===== src/rtl/safe_lock_pkg.sv =====
// safe_lock_pkg
//   Shared types and width helpers for the safe lock controller.
//   lock_state_t : controller state encoding (2'b11 is unused/illegal)
//   fail_w()     : width of the consecutive-failure counter
//   timer_w()    : width of the shared unlock/lockout down-counter
package safe_lock_pkg;

    typedef enum logic [1:0] {
        ARMED    = 2'd0,
        UNLOCKED = 2'd1,
        LOCKOUT  = 2'd2
    } lock_state_t;

    localparam int DEF_MAX_ATTEMPTS   = 3;
    localparam int DEF_UNLOCK_CYCLES  = 16;
    localparam int DEF_LOCKOUT_CYCLES = 64;

    function automatic int max2(input int a, input int b);
        return (a > b) ? a : b;
    endfunction

    // Never return zero so a degenerate parameter set still builds.
    function automatic int safe_clog2(input int n);
        return (n <= 1) ? 1 : $clog2(n);
    endfunction

    // Counter must hold 0..max_attempts
    function automatic int fail_w(input int max_attempts);
        return safe_clog2(max_attempts + 1);
    endfunction

    // Timer holds at most max(unlock, lockout) - 1
    function automatic int timer_w(input int unlock_cycles, input int lockout_cycles);
        return safe_clog2(max2(unlock_cycles, lockout_cycles));
    endfunction

endpackage


===== src/rtl/safe_lock_ctrl_timer.sv =====
// lock_timer
//   Loadable down-counter shared by the UNLOCKED and LOCKOUT states.
//   Ports:
//     clk        : system clock
//     rst        : synchronous active-high reset (count -> 0)
//     load_i     : load load_val_i this cycle (wins over en_i)
//     load_val_i : value to load
//     en_i       : decrement by one; holds at zero
//     zero_o     : count is zero
module lock_timer #(
    parameter int W = 6
) (
    input  logic         clk,
    input  logic         rst,
    input  logic         load_i,
    input  logic [W-1:0] load_val_i,
    input  logic         en_i,
    output logic         zero_o
);

    logic [W-1:0] cnt_q, cnt_d;

    assign zero_o = (cnt_q == '0);

    always_comb begin
        cnt_d = cnt_q;
        if (load_i) begin
            cnt_d = load_val_i;
        end else if (en_i && !zero_o) begin
            cnt_d = cnt_q - 1'b1;
        end
    end

    always_ff @(posedge clk) begin
        if (rst) begin
            cnt_q <= '0;
        end else begin
            cnt_q <= cnt_d;
        end
    end

endmodule


===== src/rtl/safe_lock_ctrl.sv =====
// safe_lock_ctrl
//   Sits behind the serial code checker. Turns per-attempt verdicts into a
//   timed unlock pulse, a consecutive-failure counter and a timed lockout,
//   and gates further keypad input while unlocked or locked out.
//   Optional feature macro: SAFE_LOCK_ALARM_EN (adds sticky alarm output).
//   Ports:
//     clk         : system clock
//     rst         : synchronous active-high reset
//     result_val  : checker verdict valid (may stay high 2+ cycles per attempt)
//     result_data : 1 = correct code, 0 = wrong code
//     relock      : door closed; ends an unlock early
//     input_en    : 1 = checker may accept serial bits
//     unlock      : solenoid drive
//     lockout     : lockout indicator
//     fail_cnt    : consecutive wrong codes so far
//     alarm       : (SAFE_LOCK_ALARM_EN only) set on lockout entry, cleared
//                   by a correct code or reset
module safe_lock_ctrl
    import safe_lock_pkg::*;
#(
    parameter int  MAX_ATTEMPTS   = DEF_MAX_ATTEMPTS,
    parameter int  UNLOCK_CYCLES  = DEF_UNLOCK_CYCLES,
    parameter int  LOCKOUT_CYCLES = DEF_LOCKOUT_CYCLES,
    localparam int FW             = fail_w(MAX_ATTEMPTS),
    localparam int TW             = timer_w(UNLOCK_CYCLES, LOCKOUT_CYCLES)
) (
    input  logic          clk,
    input  logic          rst,
    input  logic          result_val,
    input  logic          result_data,
    input  logic          relock,
    output logic          input_en,
    output logic          unlock,
    output logic          lockout,
`ifdef SAFE_LOCK_ALARM_EN
    output logic [FW-1:0] fail_cnt,
    output logic          alarm
`else
    output logic [FW-1:0] fail_cnt
`endif
);

    localparam logic [FW-1:0] FAIL_LAST  = FW'(MAX_ATTEMPTS - 1);
    localparam logic [TW-1:0] UNLOCK_LD  = TW'(UNLOCK_CYCLES - 1);
    localparam logic [TW-1:0] LOCKOUT_LD = TW'(LOCKOUT_CYCLES - 1);

    lock_state_t   state_q, state_d;
    logic [FW-1:0] fail_q, fail_d;
    logic          result_val_q;
    logic          input_en_q, unlock_q, lockout_q;
    logic          tmr_load, tmr_en, tmr_zero;
    logic [TW-1:0] tmr_val;
`ifdef SAFE_LOCK_ALARM_EN
    logic          alarm_q, alarm_d;
`endif

    // One attempt may hold result_val for several cycles; only its first
    // cycle counts, and a level still high on return to ARMED is ignored.
    logic qual;
    assign qual = result_val && !result_val_q;

    lock_timer #(.W(TW)) u_timer (
        .clk        (clk),
        .rst        (rst),
        .load_i     (tmr_load),
        .load_val_i (tmr_val),
        .en_i       (tmr_en),
        .zero_o     (tmr_zero)
    );

    always_comb begin
        state_d  = state_q;
        fail_d   = fail_q;
        tmr_load = 1'b0;
        tmr_val  = '0;
        tmr_en   = 1'b0;
`ifdef SAFE_LOCK_ALARM_EN
        alarm_d  = alarm_q;
`endif
        case (state_q)
            ARMED: begin
                if (qual) begin
                    if (result_data) begin
                        fail_d   = '0;
                        tmr_load = 1'b1;
                        tmr_val  = UNLOCK_LD;
                        state_d  = UNLOCKED;
`ifdef SAFE_LOCK_ALARM_EN
                        alarm_d  = 1'b0;
`endif
                    end else if (fail_q == FAIL_LAST) begin
                        fail_d   = '0;
                        tmr_load = 1'b1;
                        tmr_val  = LOCKOUT_LD;
                        state_d  = LOCKOUT;
`ifdef SAFE_LOCK_ALARM_EN
                        alarm_d  = 1'b1;
`endif
                    end else begin
                        fail_d = fail_q + 1'b1;
                    end
                end
            end
            UNLOCKED: begin
                // Relock and expiry together are one exit, not two.
                if (tmr_zero || relock) begin
                    state_d = ARMED;
                end else begin
                    tmr_en = 1'b1;
                end
            end
            LOCKOUT: begin
                if (tmr_zero) begin
                    state_d = ARMED;
                end else begin
                    tmr_en = 1'b1;
                end
            end
            default: begin
                // Unreachable encoding: recover to the reset picture.
                state_d  = ARMED;
                fail_d   = '0;
                tmr_load = 1'b1;
                tmr_val  = '0;
`ifdef SAFE_LOCK_ALARM_EN
                alarm_d  = 1'b0;
`endif
            end
        endcase
    end

    // Outputs are flops decoded from the next state so they change in the
    // cycle after the verdict, with no combinational path from inputs.
    always_ff @(posedge clk) begin
        if (rst) begin
            state_q      <= ARMED;
            fail_q       <= '0;
            result_val_q <= 1'b0;
            input_en_q   <= 1'b1;
            unlock_q     <= 1'b0;
            lockout_q    <= 1'b0;
        end else begin
            state_q      <= state_d;
            fail_q       <= fail_d;
            result_val_q <= result_val;
            input_en_q   <= (state_d == ARMED);
            unlock_q     <= (state_d == UNLOCKED);
            lockout_q    <= (state_d == LOCKOUT);
        end
    end

`ifdef SAFE_LOCK_ALARM_EN
    always_ff @(posedge clk) begin
        if (rst) begin
            alarm_q <= 1'b0;
        end else begin
            alarm_q <= alarm_d;
        end
    end
    assign alarm = alarm_q;
`endif

    assign input_en = input_en_q;
    assign unlock   = unlock_q;
    assign lockout  = lockout_q;
    assign fail_cnt = fail_q;

endmodule


===== config.mk =====
export PLATFORM = sky130hd
export DESIGN_NAME = safe_lock_ctrl
export DESIGN_NICKNAME = d
export VERILOG_FILES = /design/src/rtl/safe_lock_pkg.sv /design/src/rtl/safe_lock_ctrl_timer.sv /design/src/rtl/safe_lock_ctrl.sv
export SDC_FILE = /design/constraint.sdc
export NUM_CORES = 1
export LEC_CHECK = 0
export BUFFER_PORTS_ARGS = -buffer_cell sky130_fd_sc_hd__clkbuf_2
export CAP_MARGIN = 5
export CORE_MARGIN = 2
export CORE_UTILIZATION = 55
export DETAILED_ROUTE_END_ITERATION = 6
export PLACE_DENSITY = 0.85
export SLEW_MARGIN = 20
export SYNTH_ARGS = -nofsm -noshare
export SYNTH_HDL_FRONTEND = slang
export SYNTH_SLANG_ARGS = --single-unit
export TNS_END_PERCENT = 30

===== constraint.sdc =====
create_clock -name clk -period 2 [get_ports clk]
set_input_delay 0.2 -clock clk [delete_from_list [all_inputs] [get_ports clk]]
set_output_delay 0.2 -clock clk [all_outputs]
set_load 0.005 [all_outputs]

---- Word level (Yosys, flattened, before mapping) ----
Index checks and enable logic that the tools add are counted.
word-level totals
  bits in registers ....................... 14
  latch bits .............................. 0
  RAM bits ................................ 0
  ROM bits ................................ 0
  input bits .............................. 5
  output and inout port bits .............. 5
  word-level logic and storage cells ...... 50
  memories ................................ 0
cells by class
  add/sub/neg operators ................... 2
  $mul .................................... 0
  divide/modulo/power cells ............... 0
  $lt $le $gt $ge ......................... 0
  equal/unequal tests ..................... 6
  shifts and indexed selects .............. 0
  muxes and demuxes ....................... 23
  bitwise operators ....................... 1
  reductions and logical operators ........ 11
operators by type and width
  operator                                             number
  2-to-1 mux 6 bit                                     6
  2-to-1 mux 2 bit                                     8
  equality test 2 bit, second input constant           3
  zero test 6 bit                                      1
  one-hot mux 2 bit (3 select lines)                   1
  subtractor 6 x 1 -> 6 bit, second input constant     1
  2-to-1 mux 1 bit                                     5
  equality test 2 x 1 -> 1 bit, second input constant  2
  zero test 2 bit                                      2
  one-hot mux 1 bit (2 select lines)                   2
  one-hot mux 2 bit (2 select lines)                   1
  adder 2 x 1 -> 2 bit, second input constant          1
  logical AND 1 bit                                    2
  zero test 1 bit                                      2
  != test 2 bit, second input constant                 1
  AND reduction 2 bit                                  1
  nonzero test 2 bit                                   1
  OR reduction 2 bit                                   1
  logical OR 1 bit                                     1
  inverter 1 bit                                       1

---- Longest topological paths before layout ----
  depth after elaboration ................. 7
  gate-level depth with buffers ........... 7
  depth with buffers taken out ............ 6

---- Hierarchy ----
From an unflattened synthesis, not the netlist that was laid out.
second synthesis, totals
  cells, all modules ...................... 88
  area, all modules ....................... 835.8 µm²
modules (own cells, without submodules)
  module          times used  cells an instance  area each (µm²)  seq. area each (µm²)
  safe_lock_ctrl  1           46                 464.2            160.2
  lock_timer      1           42                 371.6            120.1

---- Worst setup path after synthesis ----
OpenSTA, ideal clock, no wires.
  path kind ............................... register -> register
  from .................................... register state_q[0]
  to ...................................... register u_timer.cnt_q[5]
  setup time .............................. 0.086 ns
  data arrival time ....................... 1.632 ns
  required time ........................... 1.914 ns
  slack ................................... 0.281 ns
  cell stages (with the launch flop) ...... 7
  path buffers ............................ 1
  clock period less this slack ............ 1.719 ns
  cell sequence ........................... dfxtp_1 -> inv_1 -> ha_1 -> or2_1 -> buf_1 -> a32o_1 -> a221oi_2
between the ends
  word-level cells in the longest chain between the ends .. 4
  elaborated cells on any way between the ends .. 10
  classes of those cells .................. eq/ne (2); mux (4); reduce/logical (4)
ends and longest elaborated chain
  element                                                                                    RTL line                                          source
  start: declaration                                                                         safe_lock_ctrl.sv:47                              lock_state_t state_q, state_d;
  start signal: assignment                                                                   safe_lock_ctrl.sv:143                             state_q <= state_d;
  equality test 2 bit or equality test 2 x 1 -> 1 bit (tied branches)                        safe_lock_ctrl.sv:80                              case (state_q)
  OR reduction 2 bit (no source line) or one-hot mux 1 bit (2 select lines) (tied branches)  --
  one-hot mux 1 bit (2 select lines) or logical AND 1 bit (tied branches)                    safe_lock_ctrl.sv:80, safe_lock_ctrl_timer.sv:29
  2-to-1 mux 6 bit or nonzero test 2 bit (tied branches)                                     --
  end signal: assignment                                                                     safe_lock_ctrl_timer.sv:38                        cnt_q <= cnt_d;
  end: declaration                                                                           safe_lock_ctrl_timer.sv:21                        logic [W-1:0] cnt_q, cnt_d;
Parallel ways exist; a longest one is shown, timed or not.
A chain may end at the register's enable or synchronous reset.

---- Worst setup path after layout ----
  from .................................... register u_timer.cnt_q[0]
  to ...................................... register u_timer.cnt_q[3]
between the ends
  word-level cells in the longest chain between the ends .. 6
  elaborated cells on any way between the ends .. 11
  classes of those cells .................. add/sub (1); mux (5); reduce/logical (5)
ends and longest elaborated chain
  element
  branches (longest 6 deep; another with subtractor 6 x 1 -> 6 bit)
Several ways; the timed one is not identified. The select of a mux whose other input is x is not followed.

==> impl_results.md <==
- Status: finished clean
- Worst EP required: ~2.2 ns
- # DRC: 0
- DIE AREA: 1955 um2
- Period utilisation layout: roughly nine tenths
- Num rows: 14
- Number of synthesized flops with an enable pin: 0
- # Post-CTS Setup Buffers: 0
- Unrepaired setup endpoints after global routing: false
- Top Layer Used: met4
- Flop pwr share: 47.5%
- Vias in the first global route: ~710
- Drt pass-1 iters: 4
- CP Max Fanout: 10
- Setup TNS: 0 ns
- Wire per inst: 14.37 um
- Antenna Nets Post-Route: 0
- CP max-delay cell: or4_1
- Clock skew: 0.0007745 ns
- Leading area contributor after synthesis: dfxtp_1
- Max Root-Sink Buffers: 2
- Crit. End Element: flop
- First-pass GRT wire length: 2925 um
- Cell count after synthesis: ~90
- Post-cts resize count: 0
- CP peak stage delay: roughly 0.43 ns
- Critical path launch point type: flop
- 1st-iter DRT viols: 12
- Starting density of the core: roughly three fifths
- Initial antenna violation count: 0
- Gr ovfl total: 0
- WP data arrival: around 2.0 ns
- Fin cells: 116
- Root buffer cell: clkbuf_4
- Internal power consumption: about 0.47 mW
- WS Path Type: flop to flop
- Cell family with most CP delay: simple AND/OR/NAND/NOR gates
- Switch share: between 20% and 30%
- Via count: approximately 740
- Post-DP HPWL: approximately 1300 um
- IO buf count: 9
- Cts bufs inserted: 3
- Routed wl met3: ~33 um
- Final wirelength: ~1700 um
- Worst Tran Pin Value: 0.4759 ns
- Die W: around 44 um
- Total power: 0.6518 mW
- Clock latency on the worst-skew pair: roughly 0.28 ns
- Post-synth top area share: 31.50%
- FMAX: 555.2 MHz
- Crit path time final: approximately 1.8 ns
- Final instance area: roughly 980 um2
- TritonCTS clock tree: built
- Static Leak: approximately 0.37 nW
- Buffers and inverters on the worst path: 1
- Net switching power: about 0.18 mW
- Fillers: about 120
- Max Transition Viols Final: 0
- Layout Utilization: about two thirds
- Final Setup Violations: 0
- Crit-path cells: inv_1 -> ha_1 -> or3b_4 -> o221ai_4 -> or4_1 -> o221ai_1
- Core footprint: ~1500 um2
- Placed Instances: between 100 and 150
- HP Class: input port to flop
- Yosys cell types: 41
- Synth warnings: 0
- Rel. slew slack: 68.20%
- Area grow syn2layout: 10.55%
- Diode count: 0
- Fin nets: ~110
- Final hold vios: 0
- Post-synthesis average cell area: 9.996 um2
- Metal2 WL: about 800 um
- Seq/Total Area, Yosys: about a third
- Overall routing resource usage: between 20% and 30%
- Worst vdd ir: around 0.4 mV
- Clock sinks: 14
- Ports: 10
- MaxCap Viol Count: 0
- Synth Flop Type: dfxtp_1
- CTS HTree Levels: 1
- Chip Height: around 44 um
- Gate power share: between 20% and 30%
- Mapped cell area: roughly 890 um2
- Met1 wire length: between 700 and 800 um
- Placed Instance Area: approximately 940 um2
- Clock power share: between 30% and 40%
- Layout cell share with drive strength beyond 1: between 20% and 30%
- Flops & latches, synth: 14
- Post-CTS Hold Buffers: 0
- Power Density: about 660 nW/um2
- Largest net degree at the start of global routing: 16
- Worst-path clk slew: ~0.09 ns
- Top post-synthesis cells by area: dfxtp_1, ha_1, a2111oi_4
- Syn Nets: 99
- Placer Congestion: about 0.77
- Ys async rst share: 0%
- Vias/cell: roughly 6.4
==> sequential cells by signal, summed over array words and instances (netlist names) <==
signal and cells:
input_en 1, lockout 1, fail_cnt 2, result_val_q 1
u_timer.cnt_q 6, state_q 2, unlock 1
==> metal layers <==
layer	GRT usage, %	up-vias
met4	15.15	0
met1	23.68	360
met3	2.449	8
met2	34.12	11
li1	-	363
met5	0	-
==> worst register-to-register path, stage by stage (launching register included) <==
cell      delay (ns)
dfxtp_1         0.39
inv_1           0.08
ha_1            0.21
or3b_4          0.28
o221ai_4        0.17
or4_1           0.43
o221ai_1        0.16
==> metrics by stage <==
stage	setup slack [ns]	hold WS (ns)
6_report	0.1989	0.1749
3_5_place_dp	0.1413	0.4704
5_1_grt	0.07019	0.1996
4_1_cts	0.1216	0.1758
3_3_place_gp	0.2347	0.4548
2_1_floorplan	0.2812	0.2814
==> path summary, 6_finish.rpt <==
| check | from | slack [ns] | depth (start not counted) | end |
|---|---|---|---|---|
| setup / recovery | u_timer.cnt_q[0]$_SDFFE_PP0P_ | 0.20 | 6 | u_timer.cnt_q[3]$_SDFFE_PP0P_ |
| hold / removal | result_val | 0.17 | 2 | result_val_q$_SDFF_PP0_ |
| setup reg to reg | u_timer.cnt_q[0]$_SDFFE_PP0P_ | 0.20 | 6 | u_timer.cnt_q[3]$_SDFFE_PP0P_ |
| hold reg to reg | u_timer.cnt_q[5]$_SDFFE_PP0P_ | 0.49 | 2 | u_timer.cnt_q[5]$_SDFFE_PP0P_ |
==> layout by cell type (no fill, tap or decap), drive strengths merged <==
master / count
dfxtp: 14
clkbuf: 13
inv: 8
nor2b: 6
ha: 5
nor2: 4
o21ai: 3
nand2b: 3
or3: 3
or2: 3
a2111oi: 3
o221ai: 3
nand2: 2
o311ai: 2
a32o: 2
a21oi: 2
a211oi: 2
nor3b: 2
nand3: 2
a31oi: 2
o211ai: 2
a221oi: 2
and4bb: 1
and2b: 1
or3b: 1
o22ai: 1
a21o: 1
a22oi: 1
a21bo: 1
nor4: 1
or4: 1
o41ai: 1
mux2i: 1
buf: 1
==> cells by family after synthesis <==
group / count (synthesis) / share of synthesized area (%)
AND/OR/NAND/NOR: 30 / 21.10
AO/OA/AOI/OAI: 28 / 33.76
multiplexers: 1 / 1.125
flip-flops: 14 / 31.51
adder cells (fa/ha/maj): 5 / 7.032
buffers and inverters: 11 / 5.484
==> Yosys cell counts, types with 2 or more instances <==
| master | n |
|---|---|
| dfxtp_1 | 14 |
| inv_1 | 8 |
| nor2b_1 | 6 |
| ha_1 | 5 |
| nor2_1 | 4 |
| nand2b_1 | 3 |
| o21ai_0 | 3 |
| or3_1 | 3 |
| a2111oi_4 | 2 |
| a211oi_1 | 2 |
| a21oi_1 | 2 |
| a31oi_1 | 2 |
| a32o_1 | 2 |
| nand2_1 | 2 |
| nand3_1 | 2 |
| nor3b_1 | 2 |
| o311ai_0 | 2 |
| or2_2 | 2 |
==> power by group through the flow <==
stage               Sequential, mW  Clock [mW]  Combinational (mW)
global placement             0.315           0               0.130
detailed placement           0.316           0               0.135
floorplan                    0.314           0               0.110
global route                 0.312       0.220               0.154
CTS                          0.309       0.207               0.135
finish                       0.310       0.203               0.139
==> area by class of cell <==
cell class / instances / area (um2) / area share, %
Clock buffer: 4 / 36.28 / 3.690
Sequential cell: 14 / 280.3 / 28.50
Tap cell: 16 / 20.02 / 2.036
Multi-Input combinational cell: 64 / 564.3 / 57.38
Inverter: 8 / 30.03 / 3.053
Timing Repair Buffer: 10 / 52.55 / 5.344
Power figures use the tool's default switching activity.
